File: src/rtl/board_io_ctrl.sv
// Board-level I/O controller: button sync/debounce, stretched user-design reset, status LEDs.
// Optional heartbeat (counter, led_o[0], hb_tick_o) is built only when BOARD_IO_HEARTBEAT_EN is defined.
module board_io_ctrl #(
  parameter int                 NUM_BTN         = 7,
  parameter int                 NUM_LED         = 8,
  parameter logic [NUM_BTN-1:0] BTN_INVERT      = 7'b0000001,
  parameter int                 BTN_RESET_IDX   = 0,
  parameter int                 DEBOUNCE_CYCLES = 250000,
  parameter int                 RST_HOLD_CYCLES = 16,
  parameter int                 HB_WIDTH        = 24
) (
  input  logic               clk,
  input  logic               reset,
  input  logic [NUM_BTN-1:0] btn_i,
  output logic [NUM_BTN-1:0] btn_level_o,
  output logic [NUM_BTN-1:0] btn_press_o,
  input  logic [NUM_LED-3:0] led_i,
  output logic [NUM_LED-1:0] led_o,
  output logic               design_rst_n_o,
  output logic               hb_tick_o
);

  // state | meaning
  // HOLD  | user design held in reset, rcnt counts released-button cycles
  // RUN   | user design running
  typedef enum logic {ST_HOLD, ST_RUN} state_t;

  localparam int DB_W   = $clog2(DEBOUNCE_CYCLES + 1);
  localparam int RCNT_W = $clog2(RST_HOLD_CYCLES + 1);

  logic [NUM_BTN-1:0] sync1_q, sync2_q;
  logic [NUM_BTN-1:0] btn_level_q, btn_level_d;
  logic [NUM_BTN-1:0] btn_press_q, btn_press_d;
  logic [DB_W-1:0]    db_cnt_q [NUM_BTN];
  logic [DB_W-1:0]    db_cnt_d [NUM_BTN];

  state_t             state_q, state_d;
  logic [RCNT_W-1:0]  rcnt_q, rcnt_d;
  logic               rst_n_q;
  logic               led_rst_q;
  logic [NUM_LED-3:0] led_user_q;
  logic               led_hb;

  always_comb begin
    btn_level_d = btn_level_q;
    for (int i = 0; i < NUM_BTN; i++) begin
      db_cnt_d[i] = '0;
      if ((sync2_q[i] ^ BTN_INVERT[i]) != btn_level_q[i]) begin
        if (db_cnt_q[i] == DB_W'(DEBOUNCE_CYCLES - 1)) begin
          btn_level_d[i] = ~btn_level_q[i];
        end else begin
          db_cnt_d[i] = db_cnt_q[i] + 1'b1;
        end
      end
    end
    btn_press_d = btn_level_d & ~btn_level_q;
  end

  // Sync flops reload the inversion mask so every button reads released after reset.
  always_ff @(posedge clk) begin
    if (reset) begin
      sync1_q     <= BTN_INVERT;
      sync2_q     <= BTN_INVERT;
      btn_level_q <= '0;
      btn_press_q <= '0;
      for (int i = 0; i < NUM_BTN; i++) db_cnt_q[i] <= '0;
    end else begin
      sync1_q     <= btn_i;
      sync2_q     <= sync1_q;
      btn_level_q <= btn_level_d;
      btn_press_q <= btn_press_d;
      for (int i = 0; i < NUM_BTN; i++) db_cnt_q[i] <= db_cnt_d[i];
    end
  end

  always_comb begin
    state_d = state_q;
    rcnt_d  = rcnt_q;
    case (state_q)
      ST_HOLD: begin
        if (btn_level_q[BTN_RESET_IDX]) begin
          rcnt_d = '0;
        end else if (rcnt_q == RCNT_W'(RST_HOLD_CYCLES - 1)) begin
          state_d = ST_RUN;
          rcnt_d  = '0;
        end else begin
          rcnt_d = rcnt_q + 1'b1;
        end
      end
      ST_RUN: begin
        if (btn_level_q[BTN_RESET_IDX]) begin
          state_d = ST_HOLD;
          rcnt_d  = '0;
        end
      end
      default: begin
        state_d = ST_HOLD;
        rcnt_d  = '0;
      end
    endcase
  end

  always_ff @(posedge clk) begin
    if (reset) begin
      state_q    <= ST_HOLD;
      rcnt_q     <= '0;
      rst_n_q    <= 1'b0;
      led_rst_q  <= 1'b1;
      led_user_q <= '0;
    end else begin
      state_q    <= state_d;
      rcnt_q     <= rcnt_d;
      rst_n_q    <= (state_d == ST_RUN);
      led_rst_q  <= ~rst_n_q;
      led_user_q <= led_i;
    end
  end

`ifdef BOARD_IO_HEARTBEAT_EN
  logic [HB_WIDTH-1:0] hb_q;
  logic                hb_tick_q;
  logic                led_hb_q;

  always_ff @(posedge clk) begin
    if (reset) begin
      hb_q      <= '0;
      hb_tick_q <= 1'b0;
      led_hb_q  <= 1'b0;
    end else begin
      hb_q      <= hb_q + 1'b1;
      hb_tick_q <= &hb_q;
      led_hb_q  <= hb_q[HB_WIDTH-1];
    end
  end

  assign hb_tick_o = hb_tick_q;
  assign led_hb    = led_hb_q;
`else
  assign hb_tick_o = 1'b0;
  assign led_hb    = 1'b0;
`endif

  assign btn_level_o    = btn_level_q;
  assign btn_press_o    = btn_press_q;
  assign design_rst_n_o = rst_n_q;
  assign led_o          = {led_user_q, led_rst_q, led_hb};

endmodule
File: config.mk
export PLATFORM = sky130hd
export DESIGN_NAME = board_io_ctrl
export DESIGN_NICKNAME = d
export VERILOG_FILES = /design/src/rtl/board_io_ctrl.sv
export SDC_FILE = /design/constraint.sdc
export NUM_CORES = 1
export LEC_CHECK = 0
export BUFFER_PORTS_ARGS = -buffer_cell sky130_fd_sc_hd__buf_2
export CORE_UTILIZATION = 40
export DETAILED_ROUTE_END_ITERATION = 12
export PLACE_DENSITY = 0.67
export SKIP_LAST_GASP = 1
export SLEW_MARGIN = 25
export SYNTH_ARGS = -nofsm -noshare
export SYNTH_HDL_FRONTEND = slang
export SYNTH_SLANG_ARGS = --single-unit
File: constraint.sdc
create_clock -name clk -period 2 [get_ports clk]
set_input_delay 0.1 -clock clk [delete_from_list [all_inputs] [get_ports clk]]
set_output_delay 0.1 -clock clk [all_outputs]
set_load 0.01 [all_outputs]
==> results.txt <==
The run finished with clean final reports. The detailed router finished its first iteration with approximately 280 violations. The final total negative setup slack is 0 ps. After legalization and detailed placement, the total HPWL measured around 9.4 mm. The mean routed wirelength per cell is ~12 um.

In this run the count of I/O pins placed on the die edge is 39. The worst path arrival time came out at between 2000 and 2500 ps. After detailed routing, the number of remaining DRC violations is 0. The maximum ir drop on the vdd rail is 0.6937 mV. The floorplan step set the die width to approximately 130 um. The instance area at placement is approximately 7700 um^2. The layout cell share with drive strength beyond 1 is between 10% and 20%.

The final RePlAce weighted congestion is 0.8337. The max-slew violation total from the final report came out at 0. The via count of the first global-routing pass came to about 5300. The share of the cycle needed by the critical path after routing came out at between 90% and 100%.

The endpoint class of the critical path is a flip-flop. The proportion of synthesized chip area in sequential cells is between 40% and 50%. The logic depth of the worst register-to-register path came out at 4.

In this run the static leakage power is about 2.7 nW. The netlist uses 49 different library cells. The count of buffers inserted at the top-level ports is 36.

The net switching share of the total power is 19.79%. The clock tree skew after final layout is between 9 and 10 ps. The largest driver fanout on the critical path is 5. The number of clock buffers inserted by TritonCTS is 17. The depth of the worst hold-timing path came out at 2.

The number of placement rows is 48. The CTS tree is built. The total track usage came out at approximately 16%.

The area of the core is 17300 um^2. The combinational share of power is 2.0%. Counting I/O delays and the setup requirement, the final critical path takes 1941 ps. The most instantiated library cell after synthesis is sky130_fd_sc_hd__dfxtp_1. The total congestion overflow after global routing is 0.

After clock tree synthesis, the clock-pin slew on the worst setup and hold paths is 60 ps. The later pin in the worst-skew pair is clocked with a latency of between 400 and 500 ps. Summed over all layers, the routed wires come to roughly 14 mm. Counting instances in the post-synthesis netlist gives the leading cell types as sky130_fd_sc_hd__dfxtp_1 (167), sky130_fd_sc_hd__nor2_1 (142), sky130_fd_sc_hd__xnor2_1 (88). Counting every sink on the clock net gives roughly 170. In this run, placement finished with an instance count of roughly 1100. The number of synthesized register bits is between 150 and 200.

The number of max-capacitance violations reported is 0. In this run the worst hold path is classified as in -> reg. The net switching power figure came out at ~1.3 mW. The area of the mapped netlist came out at approximately 7100 um^2.

The finished cells cover 8472 um^2. The post-detailed-route via-to-cell ratio is 4.980. The cell count after synthesis came out at just under 800. The number of iterations in the first detailed-routing pass came out at 4. For the pin with the worst max-slew slack, the measured transition is about 600 ps. The maximum root-to-sink buffer count came out at 2. The setup violation total in the final timing report came out at 0. The layout overhead on the synthesized area is 19.90%. The share of synthesized area in the top cell type comes to a little under half. The number of H-tree levels is 4. The area of the die came out at about 18000 um^2. At the worst endpoint, the required time is between 2000 and 2500 ps. The count of inserted antenna diode cells is 0. The synthesized design spends more area on one cell type than any other, namely sky130_fd_sc_hd__dfxtp_1.

The clock network is responsible for 48.2% of the overall power. By startpoint and endpoint, the worst setup path is classified as reg -> reg. The multiplexer share of the synthesized area came out at less than 1%. The synthesized area divided by synthesized cell count is roughly 8.9 um^2. The worst setup path is launched from a flip-flop. Yosys attributes the largest share of cell area to sky130_fd_sc_hd__dfxtp_1 (47%), sky130_fd_sc_hd__xnor2_1 (11%), sky130_fd_sc_hd__nor2_1 (7.5%). The synthesized-area fraction occupied by xor and xnor cells is 13.14%. The fraction of the mapped netlist area in simple logic gates is between 30% and 40%. The internal portion of total power is ~5.4 mW. In this run the clock root is driven by a sky130_fd_sc_hd__clkbuf_16. The yosys synthesis warning count came out at 0. After synthesis, the largest family of logic cells by area is simple AND/OR/NAND/NOR gates. For this run, the share of the core covered by cells in the final layout is between 40% and 50%.

The pin count of the biggest net entering global routing is 31. The total design power is 6.783 mW. The die outline height is roughly 130 um. The final layout contains around 900 nets. The worst pin sits at a relative slew slack of approximately 60%. The power density over the cells is approximately 800 nW/um^2. The total number of vias came out at 5553. The global-route wire length before repair came out at between 20 and 25 mm. The synthesized netlist devotes between 4 and 5% of its cell area to compound gates. In this run the remaining antenna-violating nets after routing total 0. The adder-cell share of the synthesized area came out at under 10%. The async set-or-reset flop fraction in the synthesized netlist is 0%.

The non-filler instance count after layout is between 1000 and 1500. The highest clock rate is about 520 MHz. Setup repair after global routing left no endpoint under its margin. The share of power burned in registers is 49.7%.

For this run, the leading register cell type out of synthesis is sky130_fd_sc_hd__dfxtp_1. The count of final hold-check violations came out at 0. The effective utilization at floorplan came out at 40.85%. The number of enable-type register cells in the synthesized netlist is 0. The number of antenna violations at the first check in global routing came out at 0.
## kinds of logic (layout without fill, tap and decap cells)
family	count (synthesis)	count (layout)
AND/OR/NAND/NOR	410	410
buffers and inverters	45	143
other	1	2
AO/OA/AOI/OAI	51	51
XOR/XNOR	106	106
multiplexers	3	3
flip-flops	167	167
adder cells (fa/ha/maj)	8	8
## layout by cell type, fill, tap and decap left out, drive strengths merged, types with 13 or more instances in the layout
cell type and count:
nor2b 24, nand2 24, clkbuf 22, dlygate4sd3 13, buf 78, nor4 39, inv 23, nand4 33
xor2 18, o21ai 21, nor3 26, dfxtp 167, nand3 49, or4 15, a21oi 17, and3 15
nor2 142, xnor2 88
## worst max-delay path, cell delays in order, from the launching register on
cell	delay [ps]
sky130_fd_sc_hd__dfxtp_1	340
sky130_fd_sc_hd__or4b_1	530
sky130_fd_sc_hd__or4_4	560
sky130_fd_sc_hd__or2_4	260
sky130_fd_sc_hd__and3_1	160
## layer usage
metal	wire, um	global-route usage (%)	share of wire, %
met2	6216	26.58	46
met4	121	4.994	0.89
met1	6788	20.95	50
met5	0	0	0
met3	447	4.429	3.3
## repair_timing
| item | in CTS | in global routing |
|---|---|---|
| gates resized for setup | 0 | 2 |
| hold endpoints to repair | 13 | 0 |
| hold buffers | 13 | 0 |
| endpoints found under the setup margin | 0 | 3 |
| setup buffers | 0 | 0 |
## worst paths after layout
check / start / to / slack (ps)
max: db_cnt_q[2][4]$_SDFF_PP0_ / db_cnt_q[2][1]$_SDFF_PP0_ / 60
min: reset / led_user_q[1]$_SDFF_PP0_ / 190
max reg2reg: db_cnt_q[2][4]$_SDFF_PP0_ / db_cnt_q[2][1]$_SDFF_PP0_ / 60
min reg2reg: sync1_q[0]$_SDFF_PP1_ / sync2_q[0]$_SDFF_PP1_ / 410
## power by group through the flow
stage                     clock network [mW]  logic [mW]  registers [mW]
final                                   3.27       0.138            3.37
after global routing                    3.51       0.155            3.37
after CTS                               3.36       0.141            3.37
after detailed placement                   0       0.121            3.45
after global placement                     0       0.119            3.45
after floorplan                            0      0.0727            3.45
## flip-flops by register name (all words and copies together) (netlist names)
signal          flops
led_user_q          6
btn_press_o         7
led_rst_q           1
rcnt_q              5
btn_level_o         7
db_cnt_q          126
design_rst_n_o      1
sync2_q             7
sync1_q             7
## stage by stage
stage               setup WS [ps]  hold slack [ps]
floorplan                   111.9            203.8
global placement            80.20            284.2
finish                      58.76            189.7
global route                7.395            208.1
CTS                         58.28            186.2
detailed placement          59.42            290.8
## area by class of cell
type                       instances  area (um^2)
multi-input combinational        580         3540
inverter                          22        82.58
clock inverter                     8        122.6
sequential                       167         3343
timing repair buffer              91        638.1
fill                            1656         8825
clock buffer                      22        464.2
tap                              225        281.5
Power figures use the tool's default switching activity.
